<file path="config.mk">
export PLATFORM = sky130hd
export DESIGN_NAME = msg_serializer
export DESIGN_NICKNAME = d
export VERILOG_FILES = /design/src/rtl/msg_serializer.sv
export SDC_FILE = /design/constraint.sdc
export NUM_CORES = 1
export LEC_CHECK = 0
export CELL_PAD_IN_SITES_DETAIL_PLACEMENT = 1
export CELL_PAD_IN_SITES_GLOBAL_PLACEMENT = 1
export CORE_ASPECT_RATIO = 0.7
export CORE_UTILIZATION = 35
export DETAILED_ROUTE_END_ITERATION = 8
export GPL_TIMING_DRIVEN = 0
export MAX_ROUTING_LAYER = met4
export PLACE_DENSITY = 0.92
export SLEW_MARGIN = 40
export SYNTH_ARGS = -nofsm -noshare
export SYNTH_HDL_FRONTEND = slang
export SYNTH_SLANG_ARGS = --single-unit
</file>
<file path="constraint.sdc">
create_clock -name clk -period 2.6 [get_ports clk]
set_clock_uncertainty 0.15 [all_clocks]
set_input_delay 0.65 -clock clk [delete_from_list [all_inputs] [get_ports clk]]
set_output_delay 0.65 -clock clk [all_outputs]
set_load 0.01 [all_outputs]
</file>
<file path="src/rtl/msg_serializer.sv">
// msg_serializer
//   Accepts a whole message (up to MAX_MSG_BYTES bytes) in one handshake and
//   emits it as an AXI-Stream packet of DATA_BYTES-wide beats.
//
//   Parameters
//     MAX_MSG_BYTES  largest message in bytes (multiple of DATA_BYTES)
//     DATA_BYTES     AXI-ST beat width in bytes
//     TKEEP_WIDTH    width of m_tkeep (equal to DATA_BYTES)
//
//   Ports
//     clk, rst          clock (rising edge), asynchronous active-low reset
//     msg_valid/ready   message handshake
//     msg_length        message length in bytes
//     msg_data          message bytes, byte 0 on [7:0]
//     msg_error         message flagged bad, forwarded on m_tuser with m_tlast
//     m_t*              AXI-ST master (tvalid/tready/tdata/tkeep/tlast/tuser)
//     drop_pulse        one-cycle pulse when a zero-length message is discarded
//
//   Lengths above MAX_MSG_BYTES are truncated to MAX_MSG_BYTES and flagged as
//   errors on m_tuser.
module msg_serializer #(
    parameter int unsigned MAX_MSG_BYTES = 32,
    parameter int unsigned DATA_BYTES    = 8,
    parameter int unsigned TKEEP_WIDTH   = 8
) (
    input  logic                       clk,
    input  logic                       rst,
    input  logic                       msg_valid,
    output logic                       msg_ready,
    input  logic [15:0]                msg_length,
    input  logic [8*MAX_MSG_BYTES-1:0] msg_data,
    input  logic                       msg_error,
    output logic                       m_tvalid,
    input  logic                       m_tready,
    output logic [8*DATA_BYTES-1:0]    m_tdata,
    output logic [TKEEP_WIDTH-1:0]     m_tkeep,
    output logic                       m_tlast,
    output logic                       m_tuser,
    output logic                       drop_pulse
);

    localparam int unsigned NumBeats = MAX_MSG_BYTES / DATA_BYTES;
    localparam int unsigned CntW     = $clog2(NumBeats) + 1;
    localparam int unsigned DataW    = 8 * DATA_BYTES;
    localparam int unsigned LenW     = $clog2(MAX_MSG_BYTES + 1);

    typedef enum logic [0:0] {StIdle, StSend} state_e;

    state_e                        state_q, state_d;
    logic [CntW-1:0]               beat_q, beat_d;
    logic [CntW-1:0]               last_q, last_d;   // index of final beat
    logic [LenW-1:0]               rem_q, rem_d;     // Le mod DATA_BYTES
    logic                          eflag_q, eflag_d;
    logic                          drop_q, drop_d;
    logic [NumBeats-1:0][DataW-1:0] data_q, data_d;

    logic [15:0] len_clip;
    logic [15:0] nbeats;
    logic        too_long;
    logic        accept;

    logic                  is_last;
    logic [DataW-1:0]      beat_raw;
    logic [DATA_BYTES-1:0] keep;

    assign msg_ready  = rst && (state_q == StIdle);
    assign accept     = msg_valid && msg_ready;
    assign drop_pulse = drop_q;

    always_comb begin
        too_long = msg_length > 16'(MAX_MSG_BYTES);
        len_clip = too_long ? 16'(MAX_MSG_BYTES) : msg_length;
        nbeats   = (len_clip + 16'(DATA_BYTES - 1)) / 16'(DATA_BYTES);
    end

    // Next-state logic
    always_comb begin
        state_d = state_q;
        beat_d  = beat_q;
        last_d  = last_q;
        rem_d   = rem_q;
        eflag_d = eflag_q;
        data_d  = data_q;
        drop_d  = 1'b0;
        unique case (state_q)
            StIdle: begin
                if (accept) begin
                    data_d  = msg_data;
                    eflag_d = msg_error || too_long;
                    beat_d  = '0;
                    // Wraps for a zero-length message, but it is never used then.
                    last_d  = CntW'(nbeats - 16'd1);
                    rem_d   = LenW'(len_clip % 16'(DATA_BYTES));
                    if (msg_length == 16'd0) begin
                        drop_d = 1'b1;
                    end else begin
                        state_d = StSend;
                    end
                end
            end
            StSend: begin
                if (m_tready) begin
                    if (beat_q == last_q) begin
                        state_d = StIdle;
                    end else begin
                        beat_d = beat_q + CntW'(1);
                    end
                end
            end
            default: state_d = StIdle;
        endcase
    end

    always_ff @(posedge clk or negedge rst) begin
        if (!rst) begin
            state_q <= StIdle;
            beat_q  <= '0;
            last_q  <= '0;
            rem_q   <= '0;
            eflag_q <= 1'b0;
            drop_q  <= 1'b0;
            data_q  <= '0;
        end else begin
            state_q <= state_d;
            beat_q  <= beat_d;
            last_q  <= last_d;
            rem_q   <= rem_d;
            eflag_q <= eflag_d;
            drop_q  <= drop_d;
            data_q  <= data_d;
        end
    end

    // Outputs are pure functions of registered state, so they hold steady
    // while a beat is stalled and clear immediately on reset.
    always_comb begin
        m_tvalid = (state_q == StSend);
        is_last  = m_tvalid && (beat_q == last_q);

        beat_raw = '0;
        for (int i = 0; i < int'(NumBeats); i++) begin
            if (beat_q == CntW'(i)) begin
                beat_raw = data_q[i];
            end
        end

        keep = '0;
        for (int j = 0; j < int'(DATA_BYTES); j++) begin
            if (!m_tvalid) begin
                keep[j] = 1'b0;
            end else if (!is_last || rem_q == '0) begin
                keep[j] = 1'b1;
            end else begin
                keep[j] = LenW'(j) < rem_q;
            end
        end

        m_tdata = '0;
        for (int j = 0; j < int'(DATA_BYTES); j++) begin
            m_tdata[8*j +: 8] = keep[j] ? beat_raw[8*j +: 8] : 8'h00;
        end

        m_tkeep = TKEEP_WIDTH'(keep);
        m_tlast = is_last;
        m_tuser = is_last && eflag_q;
    end

endmodule

</file>
== After elaboration in Yosys (flattened, before gate mapping) ==
Cells that the tools add are included.
Cells by class
  $add $sub $neg: 3
  magnitude comparators: 9
  equality and inequality tests: 7
  multiplexer cells: 41
  bitwise operators: 1
  reductions and logical operators: 12
Operators by type and width (count)
  64-bit two-way mux: 4
  8-bit two-way mux: 8
  1-bit two-way mux: 23
  16-bit by 6-bit > comparator with 1-bit output (second input constant): 1
  16-bit logical NOT: 1
  3-bit < comparator (first input constant): 4
  3-bit two-way mux: 3
  6-bit by 3-bit adder with 6-bit output (second input constant): 1
  3-bit by 2-bit equality test with 1-bit output (second input constant): 2
  6-bit logical NOT: 1
  1-bit by 3-bit < comparator with 1-bit output (first input constant): 2
  2-bit by 3-bit < comparator with 1-bit output (first input constant): 2
  6-bit two-way mux: 1
  2-bit != test (second input constant): 3
  3-bit one-hot mux with 2 select lines: 1
  1-bit logical AND: 4
  3-bit by 1-bit adder with 3-bit output (second input constant): 1
  3-bit by 1-bit equality test with 1-bit output (second input constant): 1
  3-bit equality test: 1
  3-bit logical NOT: 1
  3-bit AND reduction: 1
  3-bit by 1-bit subtractor with 3-bit output (second input constant): 1
  1-bit logical OR: 2
  1-bit one-hot mux with 2 select lines: 1
  3 further kinds: 3
Storage, ports and cells
  register bits: 268
  input port bits: 277
  output and inout bits: 77
  logic and storage cells: 83

== Logic depth before layout (Yosys ltp) ==
  word-level depth: 7
  mapped depth: 8
  gate-level depth less buffers: 7

== Worst setup path after synthesis ==
No wires, ideal clock.
  path type: reg2out
  start point: reg beat_q[1]
  end point: out m_tdata[0]
  data arrival time: 1.800 ns
  data required time: 1.800 ns
  slack: 0.000 ns
  cell stages (with the launch flop): 9
  path buffers: 2
  cells stage by stage: dfrtp_1 -> inv_1 -> ha_1 -> nor3b_1 -> buf_4 -> buf_6 -> a221oi_1 -> or3_1 -> a21oi_1
Between the ends
  longest elaborated chain between the ends: 7
  elaborated cells between the ends (all ways): 15
  classes of those cells: 4 x eq/ne; 7 x mux; 4 x reduce/logical
Ends and longest elaborated chain
  start, declared: RTL line 50  | logic [CntW-1:0] beat_q, beat_d;
  start signal, assigned: RTL line 125  | beat_q <= beat_d;
  3-bit equality test: RTL line 138  | is_last = m_tvalid && (beat_q == last_q);
  1-bit logical AND: RTL line 138
  1-bit logical NOT: RTL line 151  | end else if (!is_last || rem_q == '0) begin
  1-bit logical OR: RTL line 151
  1-bit two-way mux: RTL line 151
  1-bit two-way mux: RTL line 149  | if (!m_tvalid) begin
  8-bit two-way mux (*): RTL line 160  | m_tdata[8*j +: 8] = keep[j] ? beat_raw[8*j +: 8] : 8'h00;
  end, declared: RTL line 35  | output logic [8*DATA_BYTES-1:0] m_tdata,
Mark *: on every way between the ends. The rest lies on a longest branch, timed or not.

== Worst setup path after layout ==
  start point: reg beat_q[0]
  end point: out m_tdata[56]
The elaborated chain is that of the path after synthesis.

==> impl_metrics.toml <==
[critical_path]
endpoint_kind = "output port"
crit_fanout = 7
startpoint_type = "flop"
cp_num_buf_inv = 5
critPathMaxStageDelay_ns = 0.47
cpLargestDelayFamily = "buffers and inverters"
timing_worst_setup_path_type = "reg2out"
cp_cell_sequence = "inv_4, ha_4, nor3b_4, buf_6, buf_6, buf_12, a221oi_4, or3_4, a21oi_2, buf_2"
crit_top_cell = "buf_6"
cp_data_required_time_ns = 1.80
slowest_stage = "dfrtp_2"
arrival_ns = 2.65

[finish]
multi_input_area_um2 = 5760
final_cells = 2492
fillers = 4124
nets = 2274
seq_area_um2 = 6710
areaGrowthSynthToFinish_pct = 50.2
drive_above_1_share_pct = 17.0

[timing]
tns_ns = -131.30
fmax_ghz = 0.290
period_share_pct = 133
worstMarginPinSlew_ns = 0.674
period_needed_ns = 3.45
rsz0062_at_grt = "yes"
worst_slack_ns = -0.850
hold_violations = 0
finalMaxSlewViolations = 0
maxSlewHeadroom_pct = 55.1
setup_viol = 324

[floorplanning]
std_cell_rows = 57
start_util_pct = 35.7
die_width_um = 227
core_region_area_um2 = 34900
io_pins = 354
die_area_um2 = 36300
die_h_um = 160

[clock_network]
numCtsBuffers = 28
clockBufferDepth = 3
cts-htree-levels = 1
cts_sinks = 268
cts_tree = "done"
clkSlewWorstSetupHoldPaths_ns = 0.07
cts-root-buf = "clkbuf_16"
clk_latency_ns = 0.56

[logic_synthesis]
ys_seq_area_share_pct = 53.9
syn_nets = 1834
synth_common_cells = "nand2_1 (841), dfrtp_1 (268), nor2_1 (70)"
ys.flop_type = "dfrtp_1"
synthArstFlopShare_pct = 100
netlist_instances = 1551
ys_types = 38
ys_seq_elements = 268
synth_top_area_share_pct = 53.9
netlist_top_cells_area = "dfrtp_1 (54%), nand2_1 (25%), a221oi_1 (4.5%), or3_1 (3.2%), a21oi_1 (2.6%)"
syn-cell-area_um2 = 12500
postSynthAreaPerCell_um2 = 8.03
synth_warnings = 0
yosysMostFrequentCell = "nand2_1"
synth_top_cell_by_area = "dfrtp_1"
synth_edf_count = 0

[run]
drv_cap = 0

[place]
io_buffers = 353
dp_cells = 2380
hpwl_mm = 39.4
pre_cts_ws_ns = -1.63
gp_congestion = 0.904

[power_and_ir_drop]
p_clk_share_pct = 17.9
sw_frac_of_total_pct = 41.4
p_seq_share_pct = 33.6
intPower_uw = 13300
ir_drop_mv = 0.494
switchingPower_uw = 9390
power_frac_comb_pct = 48.4
power.density_nw_per_um2 = 1210
leakagePower_uw = 0.00907

[grt]
grt_util_all_layers_pct = 31.6
grt_overflow = 0
grt_pass1_wl_mm = 83.9
grt_start_max_net_pins = 73
antenna_found_initial = 8
grt_pass1_vias = 14500

[worst_hold_path]
hp-class = "reg2reg"

[routing]
num_vias = 13300
avgRoutedWirePerCell_um = 22.7
via_per_inst = 5.33
drtPass1Iterations = 7
drc = 0
drtIter0Drc = 904
wl_mm = 56.6
antenna_left = 0

[status]
violations = "setup timing"
status = "finished, violations left"
==> timing repair <==
| action | in CTS | in global routing |
|---|---|---|
| buffers inserted | 33 | 18 |
| pin swaps | 79 | 51 |
| cloned | 1 | 4 |
| endpoints found under the hold margin | 16 | 68 |
| hold buffers | 1 | 2 |
| setup endpoints to repair | 248 | 75 |
| gates resized for setup | 417 | 99 |
==> path summary, 6_finish.rpt <==
check	from	end	slack, ns	cells after the start
worst max-delay path	beat_q[0]	m_tdata[56]	-0.85	10
worst min-delay path	data_q[141]	data_q[141]	0.33	2
worst max register to register	m_tvalid	data_q[191]	0.14	7
worst min register to register	data_q[141]	data_q[141]	0.33	2
max in group asynchronous	rst	data_q[221]	0.70	5
min in group asynchronous	rst	data_q[251]	0.57	3
==> sequential cells by signal, indices dropped and copies added, names as in the netlist <==
signal      count
beat_q          3
data_q        256
drop_pulse      1
eflag_q         1
last_q          3
m_tvalid        1
rem_q           3
==> through the flow <==
stage / hold WS [ns] / cell area, um^2 / utilization (%) / power [uW]
3_3_place_gp: 0.307 / 16600 / 47.5 / 16100
4_1_cts: -0.0570 / 18200 / 52.3 / 21700
3_5_place_dp: 0.313 / 16700 / 48.0 / 16700
2_1_floorplan: 0.204 / 12500 / - / 12100
5_1_grt: 0.341 / 18700 / 53.6 / 23900
6_report: 0.327 / 18700 / 53.6 / 22700
==> layer usage <==
layer	part of all wire [%]	track usage, %	vias to the layer above
met5	0	-	-
met4	3.3	11.8	0
met3	6.7	5.69	122
met2	49	51.2	597
met1	41	39.2	6697
li1	-	-	5877
==> power groups by stage <==
stage,clock network (uW),registers [uW],logic (uW)
detailed placement,0,7490,9240
global placement,0,7350,8730
CTS,4080,7500,10100
floorplan,0,7040,5010
finish,4070,7630,11000
global route,4260,7820,11900
==> tightest hold or removal path: cells and delay by family, from the launching register on <==
family           cells  cell delay, ns
and+or+nand+nor      2            0.10
DFF                  1            0.34
==> logic make-up (layout without fill, tap and decap cells) <==
| group | Yosys count | count (layout) | share of synthesized area (%) |
|---|---|---|---|
| AOI/OAI and AO/OA | 151 | 151 | 8.76 |
| buffers and inverters | 122 | 582 | 4.43 |
| and+or+nand+nor | 997 | 997 | 31.9 |
| DFF | 268 | 268 | 53.9 |
| other | 0 | 9 | 0 |
| xor gates and xnor gates | 7 | 7 | 0.492 |
| adders and majority gates | 6 | 6 | 0.603 |
==> cell usage in the layout (no fill, tap or decap), types with 4 or more instances in the layout <==
cell type / count
a21oi_1: 14
a21oi_2: 50
a221oi_1: 46
a221oi_2: 15
buf_12: 7
buf_16: 5
buf_2: 76
buf_4: 45
buf_6: 22
buf_8: 10
clkbuf_1: 52
clkbuf_16: 33
clkbuf_2: 12
clkbuf_4: 4
clkbuf_8: 7
clkdlybuf4s50_1: 277
dfrtp_1: 265
diode_2: 9
dlymetal6s2s_1: 5
inv_1: 6
inv_2: 7
nand2_1: 841
nor2_1: 69
or3_1: 55
or3_4: 11
xnor2_1: 4
==> final cells by class <==
class	count	area share (%)
clock buffer	43	4.27
timing repair buffer	415	21.1
multi-input combinational	1161	30.8
tap	472	3.16
clock inverter	7	0.488
inverter	15	0.328
buffer	102	3.87
sequential	268	35.9
antenna	9	0.120
Power figures use the tool's default switching activity.
